<file path="src/rtl/lock_ctrl_if.sv">
`default_nettype none
// ============================================================================
// Module      : lock_ctrl_if
// Description : Keypad-side and lock-side signals of the attempt sequencer.
// Revision    : 1.0 - initial release
// ============================================================================
interface lock_ctrl_if #(
    parameter int MAX_FAIL = 3
);
    logic                              btn0;
    logic                              btn1;
    logic                              unlock_in;
    logic                              b0;
    logic                              b1;
    logic                              lock_clr;
    logic                              door_open;
    logic                              locked_out;
    logic [$clog2(MAX_FAIL+1)-1:0]     fail_cnt;
    logic [2:0]                        state;

    modport master (
        output btn0, btn1, unlock_in,
        input  b0, b1, lock_clr, door_open, locked_out, fail_cnt, state
    );

    modport slave (
        input  btn0, btn1, unlock_in,
        output b0, b1, lock_clr, door_open, locked_out, fail_cnt, state
    );
endinterface
`default_nettype wire

</file>
<file path="src/rtl/lock_ctrl.sv">
`default_nettype none
// ============================================================================
// Module      : lock_ctrl
// Description : Press edge-detect, attempt grouping, failure count and lockout
//               sequencer in front of the two-button lock FSM.
// Revision    : 1.0 - initial release
// ============================================================================
module lock_ctrl #(
    parameter int CODE_LEN    = 4,
    parameter int MAX_FAIL    = 3,
    parameter int CHECK_WAIT  = 2,
    parameter int OPEN_CYC    = 16,
    parameter int LOCKOUT_CYC = 32,
    parameter int IDLE_CYC    = 20
) (
    input  logic       clk,
    input  logic       rst,
    lock_ctrl_if.slave bus
);
    localparam int c_max_a = (CHECK_WAIT > OPEN_CYC) ? CHECK_WAIT : OPEN_CYC;
    localparam int c_max_b = (LOCKOUT_CYC > IDLE_CYC) ? LOCKOUT_CYC : IDLE_CYC;
    localparam int c_max_cyc = (c_max_a > c_max_b) ? c_max_a : c_max_b;
    localparam int TW = $clog2(c_max_cyc) + 1;
    localparam int PW = $clog2(CODE_LEN + 1);
    localparam int FW = $clog2(MAX_FAIL + 1);

    localparam logic [2:0] c_st_idle    = 3'd0;
    localparam logic [2:0] c_st_entry   = 3'd1;
    localparam logic [2:0] c_st_check   = 3'd2;
    localparam logic [2:0] c_st_open    = 3'd3;
    localparam logic [2:0] c_st_lockout = 3'd4;

    localparam logic [TW-1:0] c_check_last = TW'(CHECK_WAIT);
    localparam logic [TW-1:0] c_open_last  = TW'(OPEN_CYC - 1);
    localparam logic [TW-1:0] c_lock_last  = TW'(LOCKOUT_CYC - 1);
    localparam logic [TW-1:0] c_idle_last  = TW'(IDLE_CYC - 1);
    localparam logic [PW-1:0] c_code_len   = PW'(CODE_LEN);
    localparam logic [FW-1:0] c_max_fail   = FW'(MAX_FAIL);

    logic [2:0]    r_state;
    logic [2:0]    w_next_state;
    logic          r_prev0;
    logic          r_prev1;
    logic [TW-1:0] r_timer;
    logic [PW-1:0] r_press_cnt;
    logic [FW-1:0] r_fail;
    logic          r_b0;
    logic          r_b1;
    logic          r_clr;
    logic          r_door;
    logic          r_lockout;

    logic [TW-1:0] w_timer_d;
    logic [PW-1:0] w_press_d;
    logic [FW-1:0] w_fail_d;
    logic          w_clr_d;
    logic          w_b0_d;
    logic          w_b1_d;

    logic          w_rise0;
    logic          w_rise1;
    logic          w_accept;
    logic [PW-1:0] w_press_inc;
    logic          w_code_done;
    logic [FW-1:0] w_fail_inc;
    logic          w_fail_max;
    logic          w_idle_to;
    logic          w_check_done;
    logic          w_open_done;
    logic          w_lock_done;

    // A simultaneous rise on both buttons is ambiguous and is dropped.
    assign w_rise0      = bus.btn0 & ~r_prev0;
    assign w_rise1      = bus.btn1 & ~r_prev1;
    assign w_accept     = (w_rise0 ^ w_rise1) &&
                          ((r_state == c_st_idle) || (r_state == c_st_entry));
    assign w_press_inc  = r_press_cnt + PW'(1);
    assign w_code_done  = (w_press_inc == c_code_len);
    assign w_fail_inc   = (r_fail == c_max_fail) ? r_fail : r_fail + FW'(1);
    assign w_fail_max   = (w_fail_inc == c_max_fail);
    assign w_idle_to    = (r_timer == c_idle_last);
    assign w_check_done = (r_timer == c_check_last);
    assign w_open_done  = (r_timer == c_open_last);
    assign w_lock_done  = (r_timer == c_lock_last);

    always_ff @(posedge clk) begin
        if (!rst) begin
            r_state <= c_st_idle;
        end else begin
            r_state <= w_next_state;
        end
    end

    always_comb begin
        w_next_state = r_state;
        case (r_state)
            c_st_idle: begin
                if (w_accept) begin
                    w_next_state = w_code_done ? c_st_check : c_st_entry;
                end
            end
            c_st_entry: begin
                if (w_accept) begin
                    if (w_code_done) begin
                        w_next_state = c_st_check;
                    end
                end else if (w_idle_to) begin
                    w_next_state = c_st_idle;
                end
            end
            c_st_check: begin
                if (w_check_done) begin
                    if (bus.unlock_in) begin
                        w_next_state = c_st_open;
                    end else begin
                        w_next_state = w_fail_max ? c_st_lockout : c_st_idle;
                    end
                end
            end
            c_st_open: begin
                if (w_open_done) begin
                    w_next_state = c_st_idle;
                end
            end
            c_st_lockout: begin
                if (w_lock_done) begin
                    w_next_state = c_st_idle;
                end
            end
            default: w_next_state = c_st_idle;
        endcase
    end

    always_comb begin
        w_timer_d = r_timer + TW'(1);
        w_press_d = r_press_cnt;
        w_fail_d  = r_fail;
        w_clr_d   = 1'b0;
        w_b0_d    = w_accept & w_rise0;
        w_b1_d    = w_accept & w_rise1;
        // Any accepted press or state change restarts the timer.
        if (w_accept || (w_next_state != r_state)) begin
            w_timer_d = '0;
        end
        if (w_accept) begin
            w_press_d = w_press_inc;
        end
        case (r_state)
            c_st_idle: begin
                w_timer_d = '0;
            end
            c_st_entry: begin
                if (!w_accept && w_idle_to) begin
                    w_clr_d   = 1'b1;
                    w_press_d = '0;
                end
            end
            c_st_check: begin
                if (w_check_done) begin
                    w_press_d = '0;
                    if (bus.unlock_in) begin
                        w_fail_d = '0;
                    end else begin
                        w_clr_d  = 1'b1;
                        w_fail_d = w_fail_inc;
                    end
                end
            end
            c_st_open: begin
                if (w_open_done) begin
                    w_clr_d = 1'b1;
                end
            end
            c_st_lockout: begin
                if (w_lock_done) begin
                    w_fail_d = '0;
                end
            end
            default: begin
                w_timer_d = '0;
                w_press_d = '0;
            end
        endcase
    end

    // Previous levels load from the live buttons in reset so a held key is silent.
    always_ff @(posedge clk) begin
        r_prev0 <= bus.btn0;
        r_prev1 <= bus.btn1;
        if (!rst) begin
            r_timer     <= '0;
            r_press_cnt <= '0;
            r_fail      <= '0;
            r_b0        <= 1'b0;
            r_b1        <= 1'b0;
            r_clr       <= 1'b0;
            r_door      <= 1'b0;
            r_lockout   <= 1'b0;
        end else begin
            r_timer     <= w_timer_d;
            r_press_cnt <= w_press_d;
            r_fail      <= w_fail_d;
            r_b0        <= w_b0_d;
            r_b1        <= w_b1_d;
            r_clr       <= w_clr_d;
            r_door      <= (w_next_state == c_st_open);
            r_lockout   <= (w_next_state == c_st_lockout);
        end
    end

    assign bus.b0         = r_b0;
    assign bus.b1         = r_b1;
    assign bus.lock_clr   = r_clr;
    assign bus.door_open  = r_door;
    assign bus.locked_out = r_lockout;
    assign bus.fail_cnt   = r_fail;
    assign bus.state      = r_state;
endmodule
`default_nettype wire

</file>
<file path="src/flat_wrapper.sv">
// flat-port wrapper written by rule: the top's interface ports become plain ports
module lock_ctrl_flat 
#(
    parameter int CODE_LEN    = 4,
    parameter int MAX_FAIL    = 3,
    parameter int CHECK_WAIT  = 2,
    parameter int OPEN_CYC    = 16,
    parameter int LOCKOUT_CYC = 32,
    parameter int IDLE_CYC    = 20
)
  (clk, rst, bus_btn0, bus_btn1, bus_unlock_in, bus_b0, bus_b1, bus_lock_clr, bus_door_open, bus_locked_out, bus_fail_cnt, bus_state);
  lock_ctrl_if #(.MAX_FAIL(MAX_FAIL)) bus_i ();
  input  logic clk;
  input  logic rst;
  input wire logic [$bits(bus_i.btn0)-1:0] bus_btn0;
  input wire logic [$bits(bus_i.btn1)-1:0] bus_btn1;
  input wire logic [$bits(bus_i.unlock_in)-1:0] bus_unlock_in;
  output wire logic [$bits(bus_i.b0)-1:0] bus_b0;
  output wire logic [$bits(bus_i.b1)-1:0] bus_b1;
  output wire logic [$bits(bus_i.lock_clr)-1:0] bus_lock_clr;
  output wire logic [$bits(bus_i.door_open)-1:0] bus_door_open;
  output wire logic [$bits(bus_i.locked_out)-1:0] bus_locked_out;
  output wire logic [$bits(bus_i.fail_cnt)-1:0] bus_fail_cnt;
  output wire logic [$bits(bus_i.state)-1:0] bus_state;
  assign bus_i.btn0 = bus_btn0;
  assign bus_i.btn1 = bus_btn1;
  assign bus_i.unlock_in = bus_unlock_in;
  assign bus_b0 = bus_i.b0;
  assign bus_b1 = bus_i.b1;
  assign bus_lock_clr = bus_i.lock_clr;
  assign bus_door_open = bus_i.door_open;
  assign bus_locked_out = bus_i.locked_out;
  assign bus_fail_cnt = bus_i.fail_cnt;
  assign bus_state = bus_i.state;
  lock_ctrl #(.CODE_LEN(CODE_LEN), .MAX_FAIL(MAX_FAIL), .CHECK_WAIT(CHECK_WAIT), .OPEN_CYC(OPEN_CYC), .LOCKOUT_CYC(LOCKOUT_CYC), .IDLE_CYC(IDLE_CYC)) u_core (.clk(clk), .rst(rst), .bus(bus_i));
endmodule
</file>
<file path="config.mk">
export PLATFORM = sky130hd
export DESIGN_NAME = lock_ctrl_flat
export DESIGN_NICKNAME = d
export VERILOG_FILES = /design/src/rtl/lock_ctrl_if.sv /design/src/rtl/lock_ctrl.sv /design/src/flat_wrapper.sv
export SDC_FILE = /design/constraint.sdc
export NUM_CORES = 1
export LEC_CHECK = 0
export CORE_UTILIZATION = 51
export CTS_BUF_LIST = sky130_fd_sc_hd__clkbuf_8
export DETAILED_ROUTE_END_ITERATION = 10
export GPL_TIMING_DRIVEN = 0
export PLACE_DENSITY_LB_ADDON = 0.2
export SLEW_MARGIN = 25
export SYNTH_ARGS = -nofsm -noshare
export SYNTH_HDL_FRONTEND = slang
export SYNTH_SLANG_ARGS = --single-unit
</file>
<file path="constraint.sdc">
create_clock -name clk -period 1.76 [get_ports clk]
set_clock_uncertainty 0.2 [all_clocks]
set_input_delay 0.352 -clock clk [delete_from_list [all_inputs] [get_ports clk]]
set_output_delay 0.352 -clock clk [all_outputs]
set_load 0.02 [all_outputs]
</file>
* After elaboration in Yosys (flattened, before gate mapping) *
Cells that the tools add are included.

storage, ports and cells
  bits in registers = 21
  latch bits = 0
  bits in writable memories = 0
  memory bits (read-only) = 0
  bits of input ports = 5
  output and inout bits = 10
  logic and storage cells = 75
  memories kept = 0

cells by class
  add/subtract/negate cells = 3
  multiply operators = 0
  div/mod/pow operators = 0
  $lt $le $gt $ge = 0
  equality and inequality tests = 16
  shift-type cells = 0
  multiplexer cells = 25
  bitwise logic cells = 9
  reductions and logical operators = 11

operator list
  cell                                                                   number
  3-bit two-way mux                                                      12
  3-bit case mux with 5 select lines                                     1
  6-bit by 5-bit equality test with 1-bit output, second input constant  2
  2-bit two-way mux                                                      5
  3-bit by 2-bit equality test with 1-bit output, second input constant  3
  3-bit equality test, second input constant                             3
  3-bit case mux with 3 select lines                                     1
  6-bit by 1-bit adder with 6-bit output, second input constant          1
  6-bit by 2-bit equality test with 1-bit output, second input constant  1
  6-bit by 4-bit equality test with 1-bit output, second input constant  1
  3-bit OR reduction                                                     2
  1-bit AND                                                              4
  2-bit equality test, second input constant                             2
  1-bit two-way mux                                                      4
  2-bit by 1-bit != test with 1-bit output, second input constant        2
  1-bit NOT                                                              4
  2-bit case mux with 2 select lines                                     1
  4-bit OR reduction                                                     1
  3-bit by 1-bit adder with 3-bit output, second input constant          1
  3-bit by 1-bit equality test with 1-bit output, second input constant  1
  3-bit logical NOT                                                      1
  3-bit != test                                                          1
  1-bit case mux with 3 select lines                                     1
  3-bit AND reduction                                                    1
  6 further kinds                                                        8

* Logic depth before layout (Yosys ltp) *
Gate-level depths: netlist (run 1).

  depth after elaboration = 10
  mapped depth = 7
  gate-level depth less buffers = 7

* Worst setup path before layout (run 1) *
No wires, ideal clock.

  path kind = register -> register
  start point = reg u_core.r_timer[0]
  end point = reg u_core.r_press_cnt[0]
  library setup time = 0.115 ns
  arrival = 1.510 ns
  data required time = 1.445 ns
  setup slack = -0.065 ns
  cell stages (with the launch flop) = 7
  path buffers = 0
  clock period less this slack = 1.825 ns
  path through = dfxtp_1 -> ha_1 -> nand3b_4 -> or3_4 -> a211oi_2 -> a211oi_2 -> and2_1

on the way
  longest elaborated chain between the ends = 4
  elaborated cells between the ends (all ways) = 6
  classes of those cells = eq/ne (2); mux (3); reduce/logical (1)

RTL lines
  what                                            RTL line          RTL
  from (decl)                                     lock_ctrl.sv:44   logic [TW-1:0] r_timer;
  from (signal assigned)                          lock_ctrl.sv:200  r_timer <= w_timer_d;
  6-bit by 5-bit equality test with 1-bit output  lock_ctrl.sv:81   assign w_idle_to = (r_timer == c_idle_last);
  1-bit logical AND                               lock_ctrl.sv:153  if (!w_accept && w_idle_to) begin
  3-bit two-way mux                               lock_ctrl.sv:153
  3-bit case mux with 3 select lines *            lock_ctrl.sv:148  case (r_state)
  to (signal assigned)                            lock_ctrl.sv:201  r_press_cnt <= w_press_d;
  to (decl)                                       lock_ctrl.sv:45   logic [PW-1:0] r_press_cnt;

Mark *: on every way between the ends. The rest lies on a longest branch, timed or not.
A chain may end at the register's enable or synchronous reset.

* Final worst setup path (run 1) *
  start point = reg u_core.r_timer[0]
  end point = reg u_core.r_timer[1]

on the way
  longest elaborated chain between the ends = 7
  elaborated cells between the ends (all ways) = 14
  classes of those cells = add/sub (1); eq/ne (5); mux (6); reduce/logical (2)

RTL lines
  what                                            RTL line          RTL
  6-bit by 5-bit equality test with 1-bit output  lock_ctrl.sv:81
  3-bit two-way mux                               lock_ctrl.sv:107  end else if (w_idle_to) begin
  3-bit two-way mux                               lock_ctrl.sv:103  if (w_accept) begin
  3-bit case mux with 5 select lines              lock_ctrl.sv:96   case (r_state)
  3-bit != test                                   lock_ctrl.sv:142  if (w_accept || (w_next_state != r_state)) begin
  1-bit logical OR                                lock_ctrl.sv:142
  3-bit OR reduction (no line)                    -

Several ways; a longest one is shown, not always the timed one.

==> impl_metrics.csv, run 1 <==
group,metric,value,unit
global_route,globalRouteOverflowTotal,0,
clock_tree,numCtsBuffers,3,
finish,regArea,440.4,µm²
place,place_hpwl,1.771,mm
floorplanning,die_area,2536,µm²
global_route,grt_max_degree,12,
synth,synth_edf_count,0,
floorplanning,die_height,50.36,µm
synth,synth_seq_cells,21,
timing,slew_viol_final,0,
power,power.density,557.6,nW/µm²
clock_tree,cts-htree-levels,1,
timing,timing.fmax,542.1,MHz
power,worst_ir_drop_vdd,0.3830,mV
timing,rsz0062_at_grt,"true",
timing,setup_viol_count_final,10,
synth,syn-mean-instance-area,9.463,µm²
finish,multi_input_comb_area,988.4,µm²
clock_tree,clk_latency,0.26,ns
route,finalWirelength,3.310,mm
clock_tree,holdBufCountCts,0,
synth,synth_top_area_share,35.26,%
outcome,violations,"negative setup slack",
setup_path,worstSetupPathType,"reg2reg",
route,drt-pass1-iter-count,4,
place,place_congestion,0.8593,
finish,layout.cells.most_common,"sky130_fd_sc_hd__buf_4",
hold_path,number_of_cells_traversed_by_the_worst_hold_path,1,
finish,insertedDiodeCount,0,
finish,final_standard_cell_utilization_of_the_core,82.01,%
floorplanning,ioPinCount,15,
setup_path,critPathArrivalTime,1.77,ns
timing,final-hold-violation-count,0,
synth,ys_warn_count,0,
route,route.detailed.wl_per_inst,17.80,µm
synth,postSynthCellCount,126,
synth,synth.top_cells.by_area,"sky130_fd_sc_hd__dfxtp_1 35%, sky130_fd_sc_hd__ha_1 4.2%, sky130_fd_sc_hd__nor2_1 4.1%",
clock_tree,numClockSinks,21,
finish,layout_common_cells,"15 x sky130_fd_sc_hd__buf_4, 13 x sky130_fd_sc_hd__dfxtp_1, 8 x sky130_fd_sc_hd__nor2_1, 7 x sky130_fd_sc_hd__nor3_2, 7 x sky130_fd_sc_hd__dlygate4sd2_1",
floorplanning,coreArea,2212,µm²
synth,postSynthNetCount,135,
floorplanning,dieWidth,50.36,µm
finish,final_net_count,168,
route,drc,0,
synth,syn_area,1192,µm²
finish,synthToLayoutAreaGrowth,52.15,%
flow_run,cap_viol_max_count,0,
route,viasPerCell,5.833,
finish,drive_above_1_share,48.10,%
synth,synth.yosys.seq_area_share,35.26,%
timing,max_slew_margin,70.76,%
timing,final_period_minus_worst_setup_slack,1.845,ns
clock_tree,tritoncts_clock_tree,"done",
route,dr_total_vias,1085,
global_route,antenna_violations_before_repair,0,
setup_path,critPathRequiredTime,1.69,ns
clock_tree,cts_root_cell,"sky130_fd_sc_hd__clkbuf_8",
hold_path,hold_path_class,"in2reg",
place,portBuffers,13,
global_route,grt_pass1_wl,4.733,mm
synth,yosysUniqueCellTypes,45,
clock_tree,clk_transition_reported_paths,0.07,ns
place,post-place-cells,167,
synth,dominantRegCellSynth,"sky130_fd_sc_hd__dfxtp_1",
setup_path,ff2ff_path_depth,5,
finish,layoutNonFillerInstCount,186,
floorplanning,rows,17,
route,drt-initial-drc-count,22,
timing,max_slew.worst_pin.slew,0.4387,ns
setup_path,worst-path-max-fanout,4,
setup_path,critPathCaptureType,"flip-flop",
synth,synth_largest_area_cell,"sky130_fd_sc_hd__dfxtp_1",
synth,proportion_of_synthesized_flip_flops_having_asynchronous_set_or_reset,0,%
global_route,first_global_vias,1054,
place,preCtsSetupSlack,-0.4987,ns
floorplanning,floorplan.initialDensity,53.90,%
setup_path,r2r_slack,-0.08,ns
global_route,groute.usage.overall,24.57,%
timing,post-route-period-util,104.8,%
timing,fin_ws,-0.08464,ns
finish,fillers,126,
power,power_leakage,0.0007187,µW
clock_tree,clockBufferDepth,2,
outcome,outcome,"finished, violations left",
setup_path,start_kind,"flip-flop",
route,route.antenna.remaining_nets,0,
## sequential cells by signal (all words and copies together), names as in the netlist
name	count
u_core.r_press_cnt	3
u_core.bus.door_open	1
u_core.bus.b0	1
u_core.bus.state	3
u_core.bus.b1	1
u_core.bus.locked_out	1
u_core.r_timer	6
u_core.r_prev1	1
u_core.r_prev0	1
u_core.bus.fail_cnt	2
u_core.bus.lock_clr	1
## worst max-delay path: stages (launching register included)
cell and delay [ns]:
sky130_fd_sc_hd__dfxtp_4 0.39, sky130_fd_sc_hd__ha_4 0.16, sky130_fd_sc_hd__nand3b_4 0.08, sky130_fd_sc_hd__or3_4 0.38, sky130_fd_sc_hd__a311oi_4 0.43, sky130_fd_sc_hd__nor3_2 0.09
## power breakdown
group	total [µW]	internal [µW]	leakage, µW	switching (µW)
registers	498	486	0.000176	12.1
logic	207	88.5	0.000516	119
clock network	306	155	0.0000269	151
total	1010	730	0.000719	282
## repair_timing
item                       4_1_cts  5_1_grt
gates resized for setup         30       39
setup endpoints to repair       17       18
pin swaps                       12       20
setup buffers                    9        8
## stage by stage
stage	hold WS (ns)	power, µW	TNS, ns	instance area [µm²]
after global routing	0.1484	1052	-1.314	1814
after global placement	0.2823	650.2	-5.428	1376
after detailed placement	0.2939	655.8	-5.630	1376
final	0.1443	1012	-0.5027	1814
after floorplan	0.1797	616.0	0	1211
after CTS	0.1371	991.0	-0.3324	1585
## cell usage after synthesis, types with 2 or more instances
cell type                  number
sky130_fd_sc_hd__and3_1         3
sky130_fd_sc_hd__nand3_1        4
sky130_fd_sc_hd__ha_1           4
sky130_fd_sc_hd__nor2_1        13
sky130_fd_sc_hd__xor2_1         4
sky130_fd_sc_hd__a21oi_1        2
sky130_fd_sc_hd__o21a_1         3
sky130_fd_sc_hd__dfxtp_1       21
sky130_fd_sc_hd__buf_4          2
sky130_fd_sc_hd__nor3b_1        3
sky130_fd_sc_hd__o21ai_0        3
sky130_fd_sc_hd__nor4b_2        2
sky130_fd_sc_hd__xnor2_1        2
sky130_fd_sc_hd__nor2b_4        2
sky130_fd_sc_hd__nand2b_1       3
sky130_fd_sc_hd__nor3_1         7
sky130_fd_sc_hd__inv_1          3
sky130_fd_sc_hd__a31oi_1        2
sky130_fd_sc_hd__nor4b_1        2
sky130_fd_sc_hd__nand2_1        7
sky130_fd_sc_hd__buf_2          4
sky130_fd_sc_hd__nor2b_1        5
sky130_fd_sc_hd__o31ai_1        2
sky130_fd_sc_hd__a211oi_2       2
## worst paths after layout
check                   startpoint                    end
min reg2reg  u_core.r_press_cnt[2]  u_core.r_press_cnt[2]
max reg2reg      u_core.r_timer[0]      u_core.r_timer[1]
max              u_core.r_timer[0]      u_core.r_timer[1]
min                       bus_btn0         u_core.r_prev0
## layout make-up
type	count	area share, %
Tap cell	28	1.931
Buffer	6	2.207
Timing Repair Buffer	29	13.86
Multi-Input combinational cell	95	54.48
Inverter	3	0.7586
Clock inverter	1	0.2069
Sequential cell	21	24.28
Clock buffer	3	2.276
## per-layer routing
layer	track usage, %	wire [µm]	vias to the layer above	share of wire [%]
met5	0	0	-	0
li1	-	-	516	-
met2	41.78	1714	30	52
met3	2.727	96	6	2.9
met1	31.14	1454	533	44
met4	10.65	44	0	1.3
## kinds of logic (layout without fill, tap and decap cells)
kind of cell               count (synthesis)  after routing  synth area share (%)
buffers and inverters                     10             42                 4.197
and+or+nand+nor                           59             59                 33.06
muxes                                      1              1                0.8395
DFF                                       21             21                 35.26
adders and majority gates                  4              4                 4.197
xor gates and xnor gates                   7              7                 5.772
AOI/OAI and AO/OA                         24             24                 16.68
Note: power is estimated with default switching activity, not from simulation.
==> run 2, diff against run 1 <==
==> constraint.sdc (replaced) <==
create_clock -name clk -period 1.76 [get_ports clk]
set_clock_uncertainty 0.2 [all_clocks]
set_input_delay 0.264 -clock clk [delete_from_list [all_inputs] [get_ports clk]]
set_output_delay 0.264 -clock clk [all_outputs]
set_load 0.02 [all_outputs]
==> run 2 against run 1 <==
The run still ends with negative setup slack left. Global-route usage fell by 0.30 points. Critical path depth rose by 1. Register-to-register slack improved by 0.02 ns. Total power fell by 0.17%. Utilization fell by 4.7 points. First-iteration DRC count rose by 64%. Sequential share of layout area rose by 1.3 points. Cell count fell by 3.2%. Hold slack got worse by 0.095 ns. Combinational power fell by 4%. Sequential power barely moved. Critical endpoint is now u_core.r_press_cnt[0]. Largest cell class unchanged. Highest routed layer unchanged.
==> impl_metrics.csv, run 2 (same netlist as run 1, synthesis figures left out) <==
group,metric,value,unit
outcome,outcome,"finished, violations left",
outcome,violations,"negative setup slack",
finish,final_net_count,162,
timing,post-route-period-util,103.6,%
place,dpl_cell_area,1376,µm²
setup_path,crit_start,"u_core.r_timer[1]",
finish,design_area_final,1710,µm²
clock_tree,clockBufferDepth,2,
place,portBuffers,13,
hold_path,hold_start,"bus_btn0",
finish,insertedDiodeCount,0,
place,preCtsSetupSlack,-0.4107,ns
power,total_power_draw,1010,µW
floorplanning,dieWidth,50.36,µm
route,drt-initial-drc-count,36,
power,power.sequential.fraction,49.3,%
place,post-place-cells,167,
setup_path,worstSetupPathType,"reg2reg",
setup_path,critPathArrivalTime,1.78,ns
power,power.share.clock,31.1,%
global_route,groute.usage.overall,24.27,%
clock_tree,clk_transition_reported_paths,0.08,ns
setup_path,cp_cell_sequence,"ha_4 > nand3b_4 > or3_4 > a211oi_4 > a211oi_2 > and2_1",
clock_tree,cts_root_cell,"sky130_fd_sc_hd__clkbuf_8",
clock_tree,numCtsBuffers,3,
finish,top_register,"u_core.r_timer",
timing,timing.fmax,548.3,MHz
finish,synthToLayoutAreaGrowth,43.44,%
setup_path,worst-path-max-fanout,3,
power,power.combinational.fraction,19.6,%
clock_tree,numClockSinks,21,
setup_path,timing.rr.start,"u_core.r_timer[1]",
timing,slew_viol_final,0,
clock_tree,tritoncts_clock_tree,"done",
setup_path,timing.critical_path.slowest_cell_delay,0.38,ns
route,drc,0,
power,netSwitchingFraction,27.73,%
global_route,grt_pass1_wl,4.712,mm
flow_run,cap_viol_max_count,0,
place,place_congestion,0.8593,
global_route,antenna_violations_before_repair,0,
route,viasPerCell,5.994,
global_route,groute.layer.met1.usage,30.64,%
setup_path,r2r_slack,-0.06,ns
hold_path,hold_path_class,"in2reg",
setup_path,critical_path.slowest_cell,"sky130_fd_sc_hd__or3_4",
floorplanning,rows,17,
clock_tree,clk_latency,0.26,ns
setup_path,start_kind,"flip-flop",
power,worst_ir_drop_vdd,0.3810,mV
power,power_report.internal_total,729.8,µW
timing,fin_ws,-0.06390,ns
setup_path,critPathCaptureType,"flip-flop",
place,place_hpwl,1.771,mm
route,dr_total_vias,1079,
route,finalWirelength,3.153,mm
global_route,grtUsageMet3,2.727,%
setup_path,critPathRequiredTime,1.72,ns
hold_path,min_to,"u_core.r_prev0",
power,power_leakage,0.0006977,µW
global_route,global_route.peak_usage_layer,"met2",
global_route,grt_max_degree,12,
finish,final_standard_cell_utilization_of_the_core,77.32,%
finish,largest_reg_flops,6,
route,route.antenna.remaining_nets,0,
timing,final_period_minus_worst_setup_slack,1.824,ns
power,psw,280.0,µW
global_route,globalRouteOverflowTotal,0,
power,power.density,590.4,nW/µm²
global_route,first_global_vias,1047,
finish,layout_common_cells,"13 x sky130_fd_sc_hd__buf_4, 13 x sky130_fd_sc_hd__dfxtp_1, 11 x sky130_fd_sc_hd__nor2_1, 7 x sky130_fd_sc_hd__nand2_1, 6 x sky130_fd_sc_hd__clkdlybuf4s50_1",
route,route.detailed.wl_per_inst,17.52,µm
floorplanning,die_height,50.36,µm
setup_path,regToRegEndpoint,"u_core.r_press_cnt[0]",
floorplanning,floorplan.initialDensity,53.90,%
global_route,grt.met2_usage,40.67,%
floorplanning,coreArea,2212,µm²
timing,final-hold-violation-count,0,
clock_tree,cts-htree-levels,1,
setup_path,ff2ff_path_depth,6,
timing,rsz0062_at_grt,"true",
timing,setup_viol_count_final,7,
hold_path,number_of_cells_traversed_by_the_worst_hold_path,1,
finish,drive_above_1_share,42.11,%
floorplanning,die_area,2536,µm²
finish,layoutNonFillerInstCount,180,
timing,max_slew.worst_pin.slew,0.4249,ns
floorplanning,ioPinCount,15,
finish,fillers,145,
route,drt-pass1-iter-count,4,
timing,max_slew_margin,71.67,%
## run 2: cell count changes in the layout (fill, tap and decap cells not counted), moves of 3 or more
cell and change:
sky130_fd_sc_hd__buf_6 -3, sky130_fd_sc_hd__dlygate4sd2_1 -4, sky130_fd_sc_hd__dlymetal6s2s_1 +3, sky130_fd_sc_hd__nor2_1 +3, sky130_fd_sc_hd__nor3_1 +3, sky130_fd_sc_hd__nor3_2 -4
## run 2: worst max path at each step
stage                            endpoint  slack [ns]  cells past startpoint
floorplan           u_core.r_press_cnt[0]       0.005                      6
global placement        u_core.r_timer[2]       -0.39                      6
detailed placement  u_core.r_press_cnt[2]       -0.41                      6
CTS                     u_core.r_timer[1]       -0.06                      6
global route            u_core.r_timer[0]       -0.14                      6
finish              u_core.r_press_cnt[0]       -0.06                      6
## run 2: cell type report
| type | count | area [µm²] | area share [%] |
|---|---|---|---|
| Inverter | 3 | 11.26 | 0.6584 |
| Sequential cell | 21 | 437.9 | 25.60 |
| Multi-Input combinational cell | 95 | 933.4 | 54.57 |
| Buffer | 5 | 28.78 | 1.683 |
| Tap cell | 28 | 35.03 | 2.048 |
| Clock buffer | 3 | 41.29 | 2.414 |
| Timing Repair Buffer | 24 | 219.0 | 12.80 |
| Clock inverter | 1 | 3.754 | 0.2195 |
## run 2: critical path, delay by kind of cell (launching register included)
family / cells / cell delay, ns
fa+ha+maj: 1 / 0.17
compound gates: 2 / 0.36
flops: 1 / 0.37
simple gates: 3 / 0.63
## run 2: routing by layer
| metal | wire (µm) | part of all wire (%) |
|---|---|---|
| met3 | 165 | 5.2 |
| met4 | 82 | 2.6 |
| met1 | 1273 | 40 |
| met2 | 1632 | 52 |
| met5 | 0 | 0 |
## run 2: power by group through the flow
| stage | Combinational, µW | Clock, µW | Sequential, µW |
|---|---|---|---|
| after floorplan | 100 | 0 | 516 |
| after global placement | 139 | 0 | 511 |
| after detailed placement | 143 | 0 | 512 |
| after CTS | 161 | 316 | 500 |
| after global routing | 213 | 338 | 499 |
| final | 198 | 314 | 498 |
## run 2: per-stage QoR
stage	setup TNS, ns	hold WS, ns
floorplan	0	0.09172
global placement	-4.108	0.2823
detailed placement	-4.310	0.2939
CTS	-0.2007	0.04911
global route	-1.185	0.05418
finish	-0.2352	0.04897
## run 2: timing repair
action	in CTS	in global routing
setup endpoints to repair	14	20
pin swaps	12	10
hold buffers	0	0
setup buffers	7	5
cloned	0	0
resized for setup	23	32
